File: config.mk
export PLATFORM = sky130hd
export DESIGN_NAME = adc_mux_seq
export DESIGN_NICKNAME = d
export VERILOG_FILES = /design/src/rtl/adc_mux_seq.sv
export SDC_FILE = /design/constraint.sdc
export NUM_CORES = 1
export LEC_CHECK = 0
export CORE_MARGIN = 2
export CORE_UTILIZATION = 28
export CTS_BUF_LIST = sky130_fd_sc_hd__clkbuf_4
export DETAILED_ROUTE_END_ITERATION = 12
export GPL_TIMING_DRIVEN = 1
export PLACE_DENSITY = 0.54
export SLEW_MARGIN = 15
export SYNTH_ARGS = -nofsm -noshare
export SYNTH_HDL_FRONTEND = slang
export SYNTH_SLANG_ARGS = --single-unit
export TNS_END_PERCENT = 5
File: constraint.sdc
create_clock -name clk -period 4.2 [get_ports clk]
set_clock_uncertainty 0.2 [all_clocks]
set_input_delay 0.84 -clock clk [delete_from_list [all_inputs] [get_ports clk]]
set_output_delay 0.84 -clock clk [all_outputs]
set_load 0.02 [all_outputs]
File: src/rtl/adc_mux_seq.sv
// adc_mux_seq: N-channel ADC selector with registered output, post-switch blanking and
// round-robin auto-scan. Define ADC_MUX_BLANK_ZERO_EN to drive adc_o to zero while blanking.
module adc_mux_seq #(
    parameter int unsigned  NCH       = 4,
    parameter int unsigned  DW        = 16,
    parameter int unsigned  BLANK_CYC = 4,
    parameter int unsigned  DWELL_W   = 16,
    localparam int unsigned SW        = (NCH > 1) ? $clog2(NCH) : 1
) (
    input  logic              clk,
    input  logic              rst,
    input  logic [NCH*DW-1:0] adc_i,
    input  logic [SW-1:0]     sel_i,
    input  logic              mode_i,
    input  logic [DWELL_W-1:0] dwell_i,
    output logic [DW-1:0]     adc_o,
    output logic [SW-1:0]     ch_o,
    output logic              valid_o,
    output logic              busy_o,
    output logic              wrap_o
);

    localparam int unsigned BW = (BLANK_CYC > 1) ? $clog2(BLANK_CYC) : 1;

    typedef enum logic {
        StBlank = 1'b0,
        StTrack = 1'b1
    } state_e;

    state_e               state_q, state_d;
    logic [BW-1:0]        blank_cnt_q, blank_cnt_d;
    logic [DWELL_W-1:0]   dwell_cnt_q, dwell_cnt_d;
    logic [SW-1:0]        ch_q, ch_d;
    logic [DW-1:0]        adc_q, adc_d;
    logic                 valid_q, valid_d;
    logic                 busy_q, busy_d;
    logic                 wrap_q, wrap_d;

    logic [DW-1:0]        sample;
    logic [DW-1:0]        blank_fill;
    logic                 manual_switch;
    logic                 blank_term;
    logic                 dwell_term;
    logic                 ch_last;
    logic [SW-1:0]        ch_next;

    always_comb begin
        sample = '0;
        for (int k = 0; k < NCH; k++) begin
            if (32'(ch_q) == k) begin
                sample = adc_i[k*DW +: DW];
            end
        end
    end

`ifdef ADC_MUX_BLANK_ZERO_EN
    assign blank_fill = '0;
`else
    assign blank_fill = adc_q;
`endif

    assign manual_switch = !mode_i && (sel_i != ch_q) && (32'(sel_i) < NCH);
    assign blank_term    = (32'(blank_cnt_q) == BLANK_CYC - 1);
    // A dwell of 0 behaves as 1; >= lets a shortened dwell take effect on the next edge.
    assign dwell_term    = (dwell_i <= DWELL_W'(1)) || (dwell_cnt_q >= dwell_i - DWELL_W'(1));
    assign ch_last       = (32'(ch_q) == NCH - 1);
    assign ch_next       = ch_last ? '0 : ch_q + 1'b1;

    always_comb begin
        state_d     = state_q;
        blank_cnt_d = blank_cnt_q;
        dwell_cnt_d = dwell_cnt_q;
        ch_d        = ch_q;
        adc_d       = adc_q;
        valid_d     = valid_q;
        busy_d      = busy_q;
        wrap_d      = 1'b0;

        if (manual_switch) begin
            ch_d        = sel_i;
            state_d     = StBlank;
            blank_cnt_d = '0;
            dwell_cnt_d = '0;
            adc_d       = blank_fill;
            valid_d     = 1'b0;
            busy_d      = 1'b1;
        end else begin
            unique case (state_q)
                StBlank: begin
                    dwell_cnt_d = '0;
                    if (blank_term) begin
                        // The terminal blank edge already loads settled data.
                        state_d     = StTrack;
                        blank_cnt_d = '0;
                        adc_d       = sample;
                        valid_d     = 1'b1;
                        busy_d      = 1'b0;
                    end else begin
                        blank_cnt_d = blank_cnt_q + 1'b1;
                    end
                end
                StTrack: begin
                    adc_d   = sample;
                    valid_d = 1'b1;
                    busy_d  = 1'b0;
                    if (!mode_i) begin
                        dwell_cnt_d = '0;
                    end else if (dwell_term) begin
                        ch_d        = ch_next;
                        wrap_d      = ch_last;
                        state_d     = StBlank;
                        blank_cnt_d = '0;
                        dwell_cnt_d = '0;
                        adc_d       = blank_fill;
                        valid_d     = 1'b0;
                        busy_d      = 1'b1;
                    end else begin
                        dwell_cnt_d = dwell_cnt_q + 1'b1;
                    end
                end
                default: begin
                    state_d = StBlank;
                end
            endcase
        end
    end

    always_ff @(posedge clk or posedge rst) begin
        if (rst) begin
            state_q     <= StBlank;
            blank_cnt_q <= '0;
            dwell_cnt_q <= '0;
            ch_q        <= '0;
            adc_q       <= '0;
            valid_q     <= 1'b0;
            busy_q      <= 1'b1;
            wrap_q      <= 1'b0;
        end else begin
            state_q     <= state_d;
            blank_cnt_q <= blank_cnt_d;
            dwell_cnt_q <= dwell_cnt_d;
            ch_q        <= ch_d;
            adc_q       <= adc_d;
            valid_q     <= valid_d;
            busy_q      <= busy_d;
            wrap_q      <= wrap_d;
        end
    end

    assign adc_o   = adc_q;
    assign ch_o    = ch_q;
    assign valid_o = valid_q;
    assign busy_o  = busy_q;
    assign wrap_o  = wrap_q;

endmodule

==> results.toml <==
[status]
status = "completed"

[sta]
fin_ws_ps = 56.8
fmaxAchievable_mhz = 241
worst_pin_slew_ps = 1060
slew_violations = 0
setup_viol = 0
setup_tns_ps = 0
worst_hold_slack_ps = 282
max_slew_margin_pct = 28.9
fin_crit_ps = 4140
hold_violations = 0
fin_crit_sh_pct = 98.6

[floorplanning]
die_h_um = 109
die_area_mm2 = 0.0119
core_area_mm2 = 0.0108
num_rows = 38
dieWidth_um = 109
ios = 106
initial_core_util_pct = 28.5

[synthesis]
synth_top_cell_area_share_pct = 31.7
yosysMostFrequentCell = "nand2_1"
synthArstFlopShare_pct = 100
yosys_register_bits = 40
ys.flop_type = "dfrtp_1"
avgSynthCellArea_um2 = 8.55
yosys-top-cells-count = "52 x nand2_1, 39 x dfrtp_1, 33 x nor2_1"
synth_seq_area_share_pct = 32.5
syn_area_mm2 = 0.00308
yosysWarnings = 0
synthCells = 360
synthTopCellsByArea = "dfrtp_1 32%, ha_1 9.8%, nand2_1 6.3%"
synth_largest_area_cell = "dfrtp_1"
yosysUniqueCellTypes = 47
synth.net_count = 469
synth_edf_count = 0

[grt]
grt_max_degree = 26
antenna_found_initial = 0
grt_usage_pct = 15.8
grt_overflow = 0
grt_pass1_vias = 2999
grt_pass1_wl_um = 14900

[worst_setup_path]
critPathSlowestCell = "or4_4"
reg2reg_depth = 7
crit_end = "ch_o[0]$_DFFE_PP0P_"
path_cells = "buf_6, or4_4, or3_4, or2_4, nor4_4, xnor2_1, ha_1, nand2_2, nor4_4, a22oi_1, o211ai_1, buf_4, mux2_4, a31oi_4"
cp_num_cells = 14
r2r_end = "adc_o[9]$_DFFE_PP0P_"
timing.critical_path.buf_inv = 2
startpoint = "dwell_i[6]"
worst_ep_required_time_ps = 4270
r2r_start = "ch_o[0]$_DFFE_PP0P_"
path_delay_family = "simple AND/OR/NAND/NOR gates"
cp-start-kind = "input pin"
worst_ep_arrival_time_ps = 4210
crit_path_frequent_cell = "nor4_4"
critPathMaxFanout = 6
crit_path_max_incr_delay_ps = 520
endpoint_kind = "flip-flop"
criticalPathCategory = "input pin to flip-flop"
r2r_slack_ps = 1130

[power_and_ir_drop]
vdd_drop_max_v = 0.000247
combPwrFrac_pct = 52.0
p_leak_uw = 0.00180
intPower_uw = 1030
p_seq_share_pct = 32.9
powerDensity_mw_per_mm2 = 371
switchingPower_uw = 693
power.share.switching_pct = 40.3
p_clk_share_pct = 15.1

[layout]
nets = 592
drive_gt1_share_pct = 14.7
diodes = 0
fillers = 1082
syn2layout_area_growth_pct = 50.3
design_area_mm2 = 0.00463

[place]
placed_area_mm2 = 0.00442
dp.final_hpwl_um = 7340
portBuffers = 105
pre_cts_ws_ps = -571
gp_congestion = 0.807

[routing]
drc = 0
drt-total-wl_um = 9370
drt_iter0_drc = 159
ant_nets = 0
drtPass1Iterations = 4
drt-wirelength-per-cell_um = 15.0
vias = 3169
vias_per_cell = 5.08

[clocking]
clk_latency_ps = 340
htree_levels = 2
cts_buffer_depth = 2
clk_pin_slew_worst_paths_ps = 120
tritoncts = "built"
numCtsBuffers = 5
numClockSinks = 40
root_buffer = "clkbuf_4"

[run]
maxCapViolCount = 0

[hold_path]
hp-class = "flip-flop to flip-flop"
-- cell type report --
type                            instances  area [um^2]  share of cell area, %
Multi-Input combinational cell        290         2030                   44.0
Timing Repair Buffer                  138         1310                   28.2
Sequential cell                        40         1000                   21.7
Tap cell                              140          175                   3.79
Clock buffer                            6         45.0                  0.973
Clock inverter                          2         35.0                  0.757
Inverter                                8         30.0                  0.649
-- power groups by stage --
stage	clock network, uW	registers, uW	logic (uW)
detailed placement	0	572	883
finish	260	566	893
floorplan	0	650	408
global route	293	580	983
CTS	266	567	890
global placement	0	571	874
-- sequential cells by signal, indices dropped and copies added, names as in the netlist --
signal and cells:
wrap_o 1, state_q 1, busy_o 1, adc_o 16, valid_o 1, ch_o 2, blank_cnt_q 2, dwell_cnt_q 16
-- placed cells by master (no fill, tap or decap), drive strengths merged, types with 3 or more instances in the layout --
master,netlist,layout
a22oi,17,17
xnor2,17,17
o211ai,18,18
a21oi,24,24
nor4,4,4
nor2b,4,4
buf,10,34
nand2,52,52
clkbuf,12,9
nor2,34,34
inv,7,7
nor3,8,8
nand3,7,7
o22ai,15,15
xor2,12,12
or3,3,3
o2111ai,17,17
ha,24,24
o21ai,6,6
nand4,3,3
dfrtp,39,39
clkdlybuf4s50,0,101
-- routing by layer --
layer  global-route usage (%)  vias to the layer above  share of wire (%)
met5                        0                        -                  0
met4                     4.40                        0                1.4
met3                     2.33                       10                3.2
met2                     24.9                       57                 49
met1                     22.4                     1524                 46
li1                         -                     1578                  -
-- metrics by stage --
step	instances	total power, uW	util, %
2_1_floorplan	360	1060	-
3_3_place_gp	612	1440	41.0
3_5_place_dp	612	1450	41.0
4_1_cts	621	1720	42.4
5_1_grt	624	1860	42.9
6_report	624	1720	42.9
-- how the worst min path moves through the flow --
| stage | startpoint | endpoint | slack (ps) | depth (start not counted) |
|---|---|---|---|---|
| 2_1_floorplan | dwell_cnt_q[0]$_DFF_PP0_ | dwell_cnt_q[0]$_DFF_PP0_ | 240 | 1 |
| 3_3_place_gp | dwell_cnt_q[0]$_DFF_PP0_ | dwell_cnt_q[0]$_DFF_PP0_ | 260 | 1 |
| 3_5_place_dp | dwell_cnt_q[0]$_DFF_PP0_ | dwell_cnt_q[0]$_DFF_PP0_ | 270 | 1 |
| 4_1_cts | dwell_cnt_q[0]$_DFF_PP0_ | dwell_cnt_q[0]$_DFF_PP0_ | 290 | 1 |
| 5_1_grt | dwell_cnt_q[0]$_DFF_PP0_ | dwell_cnt_q[0]$_DFF_PP0_ | 330 | 1 |
| 6_report | dwell_cnt_q[0]$_DFF_PP0_ | dwell_cnt_q[0]$_DFF_PP0_ | 280 | 1 |
-- cells by family after synthesis --
kind of cell             count (synthesis)  synth area share [%]
AO/OA/AOI/OAI                          108                  24.9
XOR/XNOR                                29                  8.25
adder cells (fa/ha/maj)                 24                  9.75
buffers and inverters                   30                  5.04
flip-flops                              40                  32.5
multiplexers                             1                 0.366
AND/OR/NAND/NOR                        128                  19.1
-- timing repair --
item                       in CTS  in global routing
pin swaps                      14                 19
setup buffers                   1                  3
setup endpoints to repair      40                 38
resized for setup              19                 18
hold buffers                    0                  0
Note: power is estimated with default switching activity, not from simulation.
